--- src/rtl/reorder_tag_issuer_if.sv ---
// Request, issue and response channels between an initiator and the reorder tag issuer.
// The issuer connects through the slave modport; the initiator/bench through master.
interface reorder_tag_issuer_if #(
  parameter int TAG_BITS  = 2,
  parameter int BEAT_BITS = 3
);
  // upstream request
  logic                 req_ready;
  logic                 req_valid;
  logic [BEAT_BITS-1:0] req_addr_beat;
  logic                 req_subblock;
  logic [BEAT_BITS-1:0] req_len;

  // issued (tagged) request
  logic                 out_valid;
  logic                 out_ready;
  logic [TAG_BITS-1:0]  out_tag;
  logic [BEAT_BITS-1:0] out_addr_beat;
  logic                 out_subblock;
  logic [BEAT_BITS-1:0] out_len;

  // tagged response beats and their decode
  logic                 rsp_valid;
  logic [TAG_BITS-1:0]  rsp_tag;
  logic                 rsp_last;
  logic                 rsp_hit;
  logic [BEAT_BITS-1:0] rsp_addr_beat;
  logic                 rsp_subblock;

  modport master (
    input  req_ready,
    output req_valid, req_addr_beat, req_subblock, req_len,
    input  out_valid, out_tag, out_addr_beat, out_subblock, out_len,
    output out_ready,
    output rsp_valid, rsp_tag, rsp_last,
    input  rsp_hit, rsp_addr_beat, rsp_subblock
  );

  modport slave (
    output req_ready,
    input  req_valid, req_addr_beat, req_subblock, req_len,
    output out_valid, out_tag, out_addr_beat, out_subblock, out_len,
    input  out_ready,
    input  rsp_valid, rsp_tag, rsp_last,
    output rsp_hit, rsp_addr_beat, rsp_subblock
  );
endinterface

--- src/rtl/reorder_tag_issuer.sv ---
// Tag issuer: allocates tags from a free pool, issues requests through a one-entry
// output register, decodes out-of-order response beats and retires tags on last beat.
module reorder_tag_issuer #(
  parameter int TAG_BITS  = 2,
  parameter int BEAT_BITS = 3
) (
  input  logic                clk,
  input  logic                reset,
  reorder_tag_issuer_if.slave bus,
  output logic [TAG_BITS:0]   inflight,
  output logic                err
);
  localparam int NTAGS = 2**TAG_BITS;

  // per-tag state
  logic                 free_reg     [NTAGS];
  logic [BEAT_BITS-1:0] cnt_reg      [NTAGS];
  logic [BEAT_BITS-1:0] tbl_addr_reg [NTAGS];
  logic                 tbl_sb_reg   [NTAGS];
  logic [BEAT_BITS-1:0] tbl_len_reg  [NTAGS];
  logic [NTAGS-1:0]     free_vec;

  // output register and status
  logic                 out_valid_reg;
  logic [TAG_BITS-1:0]  out_tag_reg;
  logic [BEAT_BITS-1:0] out_addr_beat_reg;
  logic                 out_subblock_reg;
  logic [BEAT_BITS-1:0] out_len_reg;
  logic [TAG_BITS:0]    inflight_reg;
  logic                 err_reg;

  // combinational control
  logic [TAG_BITS-1:0]  alloc_tag;
  logic                 has_free;
  logic                 can_accept;
  logic                 fire;
  logic                 rsp_busy;
  logic                 rsp_hit_c;
  logic                 rsp_at_len;
  logic                 retire;
  logic [BEAT_BITS-1:0] rsp_cnt;

  // lowest-index free tag wins
  always_comb begin
    alloc_tag = '0;
    for (int i = NTAGS - 1; i >= 0; i--) begin
      if (free_vec[i]) alloc_tag = TAG_BITS'(i);
    end
  end

  assign has_free   = |free_vec;
  assign can_accept = has_free & (~out_valid_reg | bus.out_ready);
  assign fire       = bus.req_valid & can_accept;

  assign rsp_busy   = ~free_vec[bus.rsp_tag];
  assign rsp_hit_c  = bus.rsp_valid & rsp_busy;
  assign rsp_cnt    = cnt_reg[bus.rsp_tag];
  assign rsp_at_len = (rsp_cnt == tbl_len_reg[bus.rsp_tag]);
  assign retire     = rsp_hit_c & bus.rsp_last;

  // A tag that fires is free and a tag that hits is busy, so the two
  // branches below never target the same entry in one cycle.
  for (genvar gi = 0; gi < NTAGS; gi++) begin : g_tag
    logic alloc_here;
    logic rsp_here;

    assign alloc_here   = fire & (alloc_tag == TAG_BITS'(gi));
    assign rsp_here     = rsp_hit_c & (bus.rsp_tag == TAG_BITS'(gi));
    assign free_vec[gi] = free_reg[gi];

    always_ff @(posedge clk) begin
      if (reset) begin
        free_reg[gi] <= 1'b1;
        cnt_reg[gi]  <= '0;
      end else if (alloc_here) begin
        free_reg[gi] <= 1'b0;
        cnt_reg[gi]  <= '0;
      end else if (rsp_here) begin
        if (bus.rsp_last) begin
          free_reg[gi] <= 1'b1;
          cnt_reg[gi]  <= '0;
        end else begin
          cnt_reg[gi]  <= cnt_reg[gi] + BEAT_BITS'(1);
        end
      end
    end

    // metadata is only meaningful while the tag is busy, so it carries no reset
    always_ff @(posedge clk) begin
      if (alloc_here) begin
        tbl_addr_reg[gi] <= bus.req_addr_beat;
        tbl_sb_reg[gi]   <= bus.req_subblock;
        tbl_len_reg[gi]  <= bus.req_len;
      end
    end
  end

  always_ff @(posedge clk) begin
    if (reset) begin
      out_valid_reg     <= 1'b0;
      out_tag_reg       <= '0;
      out_addr_beat_reg <= '0;
      out_subblock_reg  <= 1'b0;
      out_len_reg       <= '0;
    end else if (fire) begin
      out_valid_reg     <= 1'b1;
      out_tag_reg       <= alloc_tag;
      out_addr_beat_reg <= bus.req_addr_beat;
      out_subblock_reg  <= bus.req_subblock;
      out_len_reg       <= bus.req_len;
    end else if (bus.out_ready) begin
      out_valid_reg     <= 1'b0;
    end
  end

  always_ff @(posedge clk) begin
    if (reset) begin
      inflight_reg <= '0;
    end else begin
      case ({fire, retire})
        2'b10:   inflight_reg <= inflight_reg + (TAG_BITS + 1)'(1);
        2'b01:   inflight_reg <= inflight_reg - (TAG_BITS + 1)'(1);
        default: inflight_reg <= inflight_reg;
      endcase
    end
  end

  // sticky: beats on idle tags, or last flag disagreeing with the recorded length
  always_ff @(posedge clk) begin
    if (reset) begin
      err_reg <= 1'b0;
    end else if (bus.rsp_valid & ~rsp_busy) begin
      err_reg <= 1'b1;
    end else if (rsp_hit_c & (bus.rsp_last != rsp_at_len)) begin
      err_reg <= 1'b1;
    end
  end

  assign bus.req_ready     = can_accept;
  assign bus.out_valid     = out_valid_reg;
  assign bus.out_tag       = out_tag_reg;
  assign bus.out_addr_beat = out_addr_beat_reg;
  assign bus.out_subblock  = out_subblock_reg;
  assign bus.out_len       = out_len_reg;
  assign bus.rsp_hit       = rsp_hit_c;
  assign bus.rsp_addr_beat = tbl_addr_reg[bus.rsp_tag] + rsp_cnt;
  assign bus.rsp_subblock  = tbl_sb_reg[bus.rsp_tag];
  assign inflight          = inflight_reg;
  assign err               = err_reg;
endmodule

--- src/flat_wrapper.sv ---
// flat-port wrapper written by rule: the top's interface ports become plain ports
module reorder_tag_issuer_flat 
#(
  parameter int TAG_BITS  = 2,
  parameter int BEAT_BITS = 3
)
  (clk, reset, inflight, err, bus_req_ready, bus_req_valid, bus_req_addr_beat, bus_req_subblock, bus_req_len, bus_out_valid, bus_out_tag, bus_out_addr_beat, bus_out_subblock, bus_out_len, bus_out_ready, bus_rsp_valid, bus_rsp_tag, bus_rsp_last, bus_rsp_hit, bus_rsp_addr_beat, bus_rsp_subblock);
  reorder_tag_issuer_if #(.TAG_BITS(TAG_BITS), .BEAT_BITS(BEAT_BITS)) bus_i ();
  input  logic clk;
  input  logic reset;
  output logic [TAG_BITS:0] inflight;
  output logic err;
  output wire logic [$bits(bus_i.req_ready)-1:0] bus_req_ready;
  input wire logic [$bits(bus_i.req_valid)-1:0] bus_req_valid;
  input wire logic [$bits(bus_i.req_addr_beat)-1:0] bus_req_addr_beat;
  input wire logic [$bits(bus_i.req_subblock)-1:0] bus_req_subblock;
  input wire logic [$bits(bus_i.req_len)-1:0] bus_req_len;
  output wire logic [$bits(bus_i.out_valid)-1:0] bus_out_valid;
  output wire logic [$bits(bus_i.out_tag)-1:0] bus_out_tag;
  output wire logic [$bits(bus_i.out_addr_beat)-1:0] bus_out_addr_beat;
  output wire logic [$bits(bus_i.out_subblock)-1:0] bus_out_subblock;
  output wire logic [$bits(bus_i.out_len)-1:0] bus_out_len;
  input wire logic [$bits(bus_i.out_ready)-1:0] bus_out_ready;
  input wire logic [$bits(bus_i.rsp_valid)-1:0] bus_rsp_valid;
  input wire logic [$bits(bus_i.rsp_tag)-1:0] bus_rsp_tag;
  input wire logic [$bits(bus_i.rsp_last)-1:0] bus_rsp_last;
  output wire logic [$bits(bus_i.rsp_hit)-1:0] bus_rsp_hit;
  output wire logic [$bits(bus_i.rsp_addr_beat)-1:0] bus_rsp_addr_beat;
  output wire logic [$bits(bus_i.rsp_subblock)-1:0] bus_rsp_subblock;
  assign bus_req_ready = bus_i.req_ready;
  assign bus_i.req_valid = bus_req_valid;
  assign bus_i.req_addr_beat = bus_req_addr_beat;
  assign bus_i.req_subblock = bus_req_subblock;
  assign bus_i.req_len = bus_req_len;
  assign bus_out_valid = bus_i.out_valid;
  assign bus_out_tag = bus_i.out_tag;
  assign bus_out_addr_beat = bus_i.out_addr_beat;
  assign bus_out_subblock = bus_i.out_subblock;
  assign bus_out_len = bus_i.out_len;
  assign bus_i.out_ready = bus_out_ready;
  assign bus_i.rsp_valid = bus_rsp_valid;
  assign bus_i.rsp_tag = bus_rsp_tag;
  assign bus_i.rsp_last = bus_rsp_last;
  assign bus_rsp_hit = bus_i.rsp_hit;
  assign bus_rsp_addr_beat = bus_i.rsp_addr_beat;
  assign bus_rsp_subblock = bus_i.rsp_subblock;
  reorder_tag_issuer #(.TAG_BITS(TAG_BITS), .BEAT_BITS(BEAT_BITS)) u_core (.clk(clk), .reset(reset), .bus(bus_i), .inflight(inflight), .err(err));
endmodule
--- config.mk ---
export PLATFORM = sky130hd
export DESIGN_NAME = reorder_tag_issuer_flat
export DESIGN_NICKNAME = d
export VERILOG_FILES = /design/src/rtl/reorder_tag_issuer_if.sv /design/src/rtl/reorder_tag_issuer.sv /design/src/flat_wrapper.sv
export SDC_FILE = /design/constraint.sdc
export NUM_CORES = 1
export LEC_CHECK = 0
export CORE_MARGIN = 2
export CORE_UTILIZATION = 40
export CTS_CLUSTER_SIZE = 20
export DETAILED_ROUTE_END_ITERATION = 8
export GPL_TIMING_DRIVEN = 0
export PLACE_DENSITY = 0.7
export SLEW_MARGIN = 20
export SYNTH_ARGS = -nofsm -noshare
export SYNTH_HDL_FRONTEND = slang
export SYNTH_SLANG_ARGS = --single-unit
--- constraint.sdc ---
create_clock -name clk -period 6.84 [get_ports clk]
set_input_delay 1.71 -clock clk [delete_from_list [all_inputs] [get_ports clk]]
set_output_delay 1.71 -clock clk [all_outputs]
set_load 0.005 [all_outputs]
======== Yosys cells after proc, flatten, opt, wreduce, memory -nomap -nowiden ========
Memories as Yosys holds them, arrays and structs flattened.
Index checks and enable logic that the tools add are counted.
storage, ports and cells
  bits in registers ....................... 14
  RAM bits ................................ 44
  input port bits ......................... 15
  memories ................................ 5
cells by class
  $add $sub $neg .......................... 7
  $lt $le $gt $ge ......................... 1
  eq/ne operators ......................... 10
  muxes and demuxes ....................... 110
  bitwise operators ....................... 37
  reduce and logical (&&, ||, !) cells .... 15
memory list
  name                 words  width  read ports  clocked after Yosys merged registers in  write ports  RTL line                  source
  u_core.cnt_reg       4      3      5           0                                        4            reorder_tag_issuer.sv:17  logic [BEAT_BITS-1:0] cnt_reg [NTAGS];
  u_core.tbl_addr_reg  4      3      1           0                                        1            reorder_tag_issuer.sv:18  logic [BEAT_BITS-1:0] tbl_addr_reg [NTAGS];
  u_core.tbl_len_reg   4      3      1           0                                        1            reorder_tag_issuer.sv:20  logic [BEAT_BITS-1:0] tbl_len_reg [NTAGS];
  u_core.free_reg      4      1      4           0                                        4            reorder_tag_issuer.sv:16  logic free_reg [NTAGS];
  u_core.tbl_sb_reg    4      1      1           0                                        1            reorder_tag_issuer.sv:19  logic tbl_sb_reg [NTAGS];
operators by type and width
  kind                                                                          count
  1-bit 2-to-1 mux                                                              77
  3-bit 2-to-1 mux                                                              18
  2-bit 2-to-1 mux                                                              13
  1-bit bitwise OR                                                              21
  3-bit OR reduction                                                            6
  3-bit by 1-bit adder with 3-bit output, second input constant                 5
  1-bit AND                                                                     14
  2-bit == test, second input constant                                          5
  2-bit by 1-bit == test with 1-bit output, second input constant               3
  3-bit one-hot mux with 2 select lines                                         1
  2-bit nonzero test                                                            3
  2-bit zero test                                                               2
  4-bit OR reduction                                                            1
  3-bit adder                                                                   1
  3-bit == test                                                                 1
  2-bit by 3-bit less-than comparator with 1-bit output, second input constant  1
  1-bit OR reduction                                                            3
  3-bit by 1-bit subtractor with 3-bit output, second input constant            1
  1-bit binary-select mux with 2-bit select                                     1
  1-bit NOT                                                                     2
  1-bit inequality test                                                         1

======== Depth between registers and ports, before layout ========
Gate-level depths: netlist of run 1.
  word-level depth ........................ 12
  gate-level depth with buffers ........... 11
  gate-level depth less buffers ........... 11

======== Least setup slack after synthesis of run 1 ========
No wires, ideal clock.
  path kind ............................... input port to output port
  start ................................... in bus_rsp_tag[0]
  end ..................................... out bus_rsp_addr_beat[2]
  arrival time ............................ 3.501 ns
  path slack .............................. 1.629 ns
  stages .................................. 6
  path buffers ............................ 2
  cell sequence ........................... buf_2 > buf_2 > mux4_2 > ha_1 > fa_1 > xnor2_1
between the ends
  cells in the longest elaborated chain, start to end .. 2
  elaborated cells between the ends (all ways) .. 3
RTL lines
  item                                             RTL line                   source
  start, declared                                  flat_wrapper.sv:25         input wire logic [$bits(bus_i.rsp_tag)-1:0] bus_rsp_tag;
  memory read 4 x 3 bit, on equally long branches  -
  3-bit adder *                                    reorder_tag_issuer.sv:146  assign bus.rsp_addr_beat = tbl_addr_reg[bus.rsp_tag] + rsp_cnt;
  end, declared                                    flat_wrapper.sv:28         output wire logic [$bits(bus_i.rsp_addr_beat)-1:0] bus_rsp_addr_beat;
Mark *: on every way between the ends. The rest lies on a longest branch, timed or not.

======== Worst setup path after layout of run 1 ========
  start ................................... in bus_rsp_tag[1]
  end ..................................... out bus_rsp_addr_beat[2]
Same word-level chain as after synthesis.

==> impl_results.md, run 1 <==
* Post-route ant nets at 0
* Via density at 5.22
* Hold Startpoint: u_core.bus.out_tag[1]
* Final hold vios at 0
* Number of global-route vias before repair at 1622
* Drc violations at 0
* Total GRT Usage at 15.7%
* Setup CP Type: primary input to output pin
* Initial Utilization at 41.9%
* Fmax at 155 MHz
* Worst-Margin Slew at 0.683 ns
* PD cells at 231 mW/mm2
* Final WL at 5200 um
* Largest net degree at the start of global routing at 11
* Layout cell share with drive strength beyond 1 at 21.3%
* CTS Root Buffer Type: clkbuf_8
* FP Rows at 29
* Area delta synth->final at 24.2%
* Post-CTS Setup Inserts at 0
* Total negative slack at 0 ns
* Main flop type after synthesis: edfxtp_1
* Nets at 253
* Die width at 86.1 um
* Post-synthesis net count at 205
* Peak VDD IR at 0.000188 V
* HPWL after DPL at 3830 um
* Initial drt markers at 75
* CP Max Fanout at 10
* Hold Buf Count CTS at 0
* LEAKAGE at 1.19 nW
* Period utilization at 94.4%
* CP startpoint kind: primary input
* Reg clk slew, reported paths at 0.07 ns
* Longest Clk Path Bufs at 2
* Hold Crit Class: flip-flop to flip-flop
* RSZ-0062 raised after global routing: no
* CTS tree: done
* First-pass GRT wire length at 8580 um
* Slew Viols, Final at 0
* Worst setup EP type: output pin
* Core Region at 0.00642 mm2
* Avg WL per Cell at 16.7 um
* Max cap viols at 0
* Synth Area per Inst at 14.8 um2
* DR vias at 1628
* Die Height at 86.1 um
* DRT Pass-1 Iters at 4
* Die Area at 0.00741 mm2
* Clk_skew at 0.00524 ns
* Later-pin clock latency in the skew report at 0.33 ns
* Critical path data arrival time at 4.75 ns
* Endpoints failing setup at 0
* Gr ovfl total at 0
* EDFF count, synth at 43
* CTS buffer count at 9
* Io pins at 35
* Worst rel slew slack at 54.5%
* Yosys warnings at 0
* Mapped cell area at 0.00269 mm2
* Status: finished clean
* Synthesized netlist cell count at 182
* Start point of the critical path: bus_rsp_tag[1]
* Fin crit period at 6.46 ns
* DP Area at 0.00316 mm2
* Ant. Diodes at 0
* Yosys cell types at 37
* Sequential share of the synthesized area at 59.1%
* Yosys reg bits at 58
* Port Buffers at 34
* Finished Cell Area at 0.00334 mm2
* Worst r2r src: u_core.free_reg[0]
* Initial antenna violation count at 0
* Cts repair resizes at 0
* Synth async-reset ratio at 0%
* Placer Congestion at 0.777
* Worst EP required at 5.13 ns
* H-tree levels at 3
* Clock sink count at 58
==> layout make-up <==
type | count | area, um2
fill | 527 | 3080
buffer | 8 | 42.5
tap | 77 | 96.3
clock buffer | 11 | 151
sequential | 58 | 1590
clock inverter | 5 | 28.8
inverter | 9 | 33.8
timing repair buffer | 37 | 355
multi-input combinational | 107 | 1040
==> through the flow <==
stage / setup slack, ns / cells / power (mW) / hold WS (ns) / utilization, %
3_5_place_dp: 0.358 / 296 / 0.501 / 0.451 / 49.3
2_1_floorplan: 1.63 / 182 / 0.456 / 0.453 / -
6_report: 0.385 / 312 / 0.772 / 0.456 / 52.1
3_3_place_gp: 0.373 / 293 / 0.499 / 0.447 / 48.7
5_1_grt: 0.198 / 312 / 0.809 / 0.491 / 52.1
4_1_cts: 0.360 / 312 / 0.782 / 0.460 / 52.1
==> power breakdown <==
group          switching, mW  internal, mW  leakage (nW)  total (mW)
sequential           0.00824         0.392         0.529       0.400
clock                  0.131         0.148        0.0888       0.280
combinational         0.0432        0.0495         0.568      0.0927
==> placed cells by master (no fill, tap or decap), drive strengths merged <==
| cell type | count |
|---|---|
| nor3b | 3 |
| nand3b | 1 |
| ha | 6 |
| mux2i | 8 |
| or3 | 6 |
| fa | 2 |
| inv | 9 |
| nand4 | 1 |
| a221o | 1 |
| nor4b | 3 |
| buf | 9 |
| nand2 | 3 |
| clkinv | 3 |
| a21oi | 5 |
| xnor2 | 9 |
| clkinvlp | 2 |
| nor4 | 4 |
| clkbuf | 13 |
| nor2b | 1 |
| nand2b | 8 |
| clkdlybuf4s50 | 34 |
| a311o | 1 |
| dfxtp | 15 |
| edfxtp | 43 |
| and3 | 1 |
| xor2 | 2 |
| o31ai | 2 |
| mux4 | 11 |
| a31oi | 1 |
| nor3 | 9 |
| o21bai | 1 |
| nor2 | 15 |
| o21ai | 3 |
==> path summary, 6_finish.rpt <==
path	endpoint	slack [ns]	cells past startpoint
setup / recovery	bus_rsp_addr_beat[2]	0.38	8
hold / removal	u_core.bus.out_tag[1]	0.46	2
setup reg to reg	u_core.inflight[2]	3.97	9
hold reg to reg	u_core.bus.out_tag[1]	0.46	2
==> critical path, cell delays in order <==
cell             delay, ns
clkdlybuf4s50_1       0.50
buf_2                 0.28
buf_1                 0.56
mux4_2                0.41
ha_1                  0.22
fa_1                  0.37
xnor2_1               0.17
clkdlybuf4s50_1       0.52
==> cell usage after synthesis (2+ instances only) <==
cell      instances  area [um2]
buf_2             4        20.0
fa_1              2        40.0
nor4_1            3        18.8
nor3_2            6        60.1
nand2b_1          7        43.8
inv_1             9        33.8
nor3_4            3        48.8
nand2_1           3        11.3
mux4_2           11         248
xnor2_1           9        78.8
nor3b_1           3        22.5
nor2_1           15        56.3
mux2i_1           8        80.1
o21ai_0           3        15.0
xor2_1            2        17.5
clkbuf_1          2        7.51
ha_1              6        75.1
dfxtp_1          15         300
a21oi_1           5        25.0
or3_1             5        31.3
o31ai_1           2        15.0
edfxtp_1         43        1290
nor4b_1           2        17.5
==> layer usage <==
metal | track usage (%) | up-vias | wire (um) | share of wire, %
met5 | 0 | - | 0 | 0
met4 | 7.79 | 0 | 112 | 2.2
met1 | 20.0 | 787 | 2310 | 44
met2 | 25.2 | 43 | 2590 | 50
li1 | - | 785 | - | -
met3 | 3.56 | 13 | 191 | 3.7
==> kinds of logic after synthesis <==
kind of cell    share of synthesized area [%]
buf+inv                                  2.83
mux                                      12.2
fa+ha+maj                                4.27
compound gates                           3.30
flops                                    59.1
simple gates                             14.8
xor+xnor                                 3.58
No activity file was read; power rests on OpenSTA's default activity.
==> run 2: changes to the inputs <==
==> constraint.sdc (replaced) <==
create_clock -name clk -period 6.84 [get_ports clk]
set_input_delay 1.71 -clock clk [delete_from_list [all_inputs] [get_ports clk]]
set_output_delay 1.71 -clock clk [all_outputs]
set_load 0.1 [all_outputs]
==> impl_results.md, run 2 (synthesis gave the netlist of run 1 again) <==
* CTS buffer count at 9 (unchanged)
* LEAKAGE at 1.19 nW (about the same)
* Sequential power share at 47.4% (-4.4 points)
* Initial antenna violation count at 0 (unchanged)
* Status: finished clean
* Part of the power in combinational logic at 19.4% (+7.4 points)
* Drc violations at 0 (unchanged)
* Ant. Diodes at 0 (unchanged)
* Io pins at 35 (unchanged)
* Final hold vios at 0 (unchanged)
* Internal power contribution at 0.586 mW (-0.51%)
* CP peak stage delay at 1.12 ns (+0.56 ns)
* First-pass GRT wire length at 8580 um (unchanged)
* Switching power at 0.256 mW (+40%)
* Die Height at 86.1 um (unchanged)
* Largest net degree at the start of global routing at 11 (unchanged)
* CP startpoint kind: primary input
* Die width at 86.1 um (unchanged)
* H-tree levels at 3 (unchanged)
* Critical path data arrival time at 4.88 ns (+0.13 ns)
* Reg clk slew, reported paths at 0.07 ns (about the same)
* Hold Buf Count CTS at 0 (unchanged)
* Nets at 253 (unchanged)
* Hold Crit Class: flip-flop to flip-flop
* Clk_skew at 0.00524 ns (unchanged)
* Worst setup EP type: output pin
* CP Max Fanout at 10 (unchanged)
* Peak VDD IR at 0.000188 V (about the same)
* Most frequent cells in the layout: 43 x edfxtp_1, 32 x clkdlybuf4s50_1, 15 x nor2_1, 15 x dfxtp_1
* Commonest non-fill, non-tap cell in the layout: edfxtp_1
* Gr ovfl total at 0 (unchanged)
* Longest Clk Path Bufs at 2 (unchanged)
* Placer Congestion at 0.777 (unchanged)
* PD cells at 253 mW/mm2 (+9.5%)
* Setup ws final at 0.246 ns (-0.139 ns)
* Post-route ant nets at 0 (unchanged)
* CP top delay family: buffers and inverters
* Fmax at 152 MHz (-2.1%)
* Final WL at 5210 um (about the same)
* Period utilization at 96.4% (+2.0 points)
* FF-to-FF setup slack at 3.97 ns (about the same)
* CTS Root Buffer Type: clkbuf_8
* CP bufs+invs at 4 (unchanged)
* Total power at 0.843 mW (+9.1%)
* Clock sink count at 58 (unchanged)
* DR vias at 1628 (unchanged)
* Slew Viols, Final at 0 (unchanged)
* Layout Utilization at 51.9% (-0.16 points)
* Post-Place Worst Slack at -0.276 ns (-0.634 ns)
* Initial drt markers at 76 (+1.3%)
* Worst EP required at 5.13 ns (about the same)
* Die Area at 0.00741 mm2 (unchanged)
* Number of global-route vias before repair at 1622 (unchanged)
* Initial Utilization at 41.9% (unchanged)
* Total GRT Usage at 15.7% (unchanged)
* HPWL after DPL at 3830 um (unchanged)
* Worst rel slew slack at 34.5% (-20 points)
* RSZ-0062 raised after global routing: no
* Endpoints failing setup at 0 (unchanged)
* Avg WL per Cell at 16.7 um (about the same)
* Layout cell share with drive strength beyond 1 at 22.1% (+0.85 points)
* Area delta synth->final at 23.8%
* CTS tree: done
* Total negative slack at 0 ns (unchanged)
* Most used cell, CP: clkdlybuf4s50_1
* Worst path cell trace: clkdlybuf4s50_1 -> buf_2 -> buf_1 -> mux4_2 -> ha_1 -> clkdlybuf4s50_1
* Core Region at 0.00642 mm2 (unchanged)
* DRT Pass-1 Iters at 4 (unchanged)
* Sw Share at 30.4% (+6.7 points)
* Worst-Margin Slew at 0.979 ns (+0.296 ns)
* Via density at 5.22 (unchanged)
* Setup CP Type: primary input to output pin
* Later-pin clock latency in the skew report at 0.33 ns (about the same)
* Clk pwr share at 33.2% (-3.0 points)
* FP Rows at 29 (unchanged)
* Max cap viols at 0 (unchanged)
* Crit-path slowest cell: clkdlybuf4s50_1
* Port Buffers at 34 (unchanged)
* Fin crit period at 6.59 ns (+0.139 ns)
==> run 2: power by group through the flow <==
stage / Combinational [mW] / Clock, mW / Sequential [mW]
5_1_grt: 0.172 / 0.306 / 0.401
3_3_place_gp: 0.165 / 0 / 0.407
3_5_place_dp: 0.167 / 0 / 0.408
6_report: 0.163 / 0.280 / 0.400
2_1_floorplan: 0.0870 / 0 / 0.444
4_1_cts: 0.165 / 0.288 / 0.400
==> run 2: worst reg2reg max path, stage by stage (launching register included) <==
cell	delay, ns
edfxtp_1	0.51
nor4_1	0.39
nand3b_1	0.28
buf_2	0.35
ha_1	0.24
inv_1	0.06
fa_1	0.37
xor2_1	0.16
or3_1	0.30
a21oi_1	0.14
==> run 2: area by class of cell <==
cell class,count,area [um2]
inverter,9,33.8
timing repair buffer,37,345
buffer,8,42.5
clock inverter,5,28.8
fill,529,3090
tap,77,96.3
clock buffer,11,151
multi-input combinational,107,1040
sequential,58,1590
==> run 2: per-layer routing <==
metal  GRT usage, %  vias to the layer above  routed length (um)
met4           7.79                        0                 112
met3           3.56                       13                 191
met5              0                        -                   0
li1               -                      785                   -
met2           25.2                       43                2590
met1           20.0                      787                2310
==> run 2: stage by stage <==
step | cells | instance area [um2] | hold WS, ns
floorplan | 182 | 2690 | 0.530
global placement | 293 | 3130 | 0.447
detailed placement | 296 | 3160 | 0.451
CTS | 312 | 3340 | 0.460
global route | 312 | 3330 | 0.491
finish | 312 | 3330 | 0.456
==> run 2: final timing paths <==
| check | start | endpoint | depth (start not counted) |
|---|---|---|---|
| max | bus_rsp_tag[1] | bus_rsp_addr_beat[0] | 6 |
| min reg2reg | u_core.bus.out_tag[1] | u_core.bus.out_tag[1] | 2 |
| min | u_core.bus.out_tag[1] | u_core.bus.out_tag[1] | 2 |
| max reg2reg | u_core.free_reg[0] | u_core.inflight[2] | 9 |
==> run 2: timing repair <==
| item | 4_1_cts | 5_1_grt |
|---|---|---|
| gates resized for setup | 2 | 4 |
| pin swaps | 0 | 0 |
| setup buffers | 0 | 0 |
| endpoints found under the setup margin | 2 | 2 |
| hold endpoints to repair | 0 | 0 |
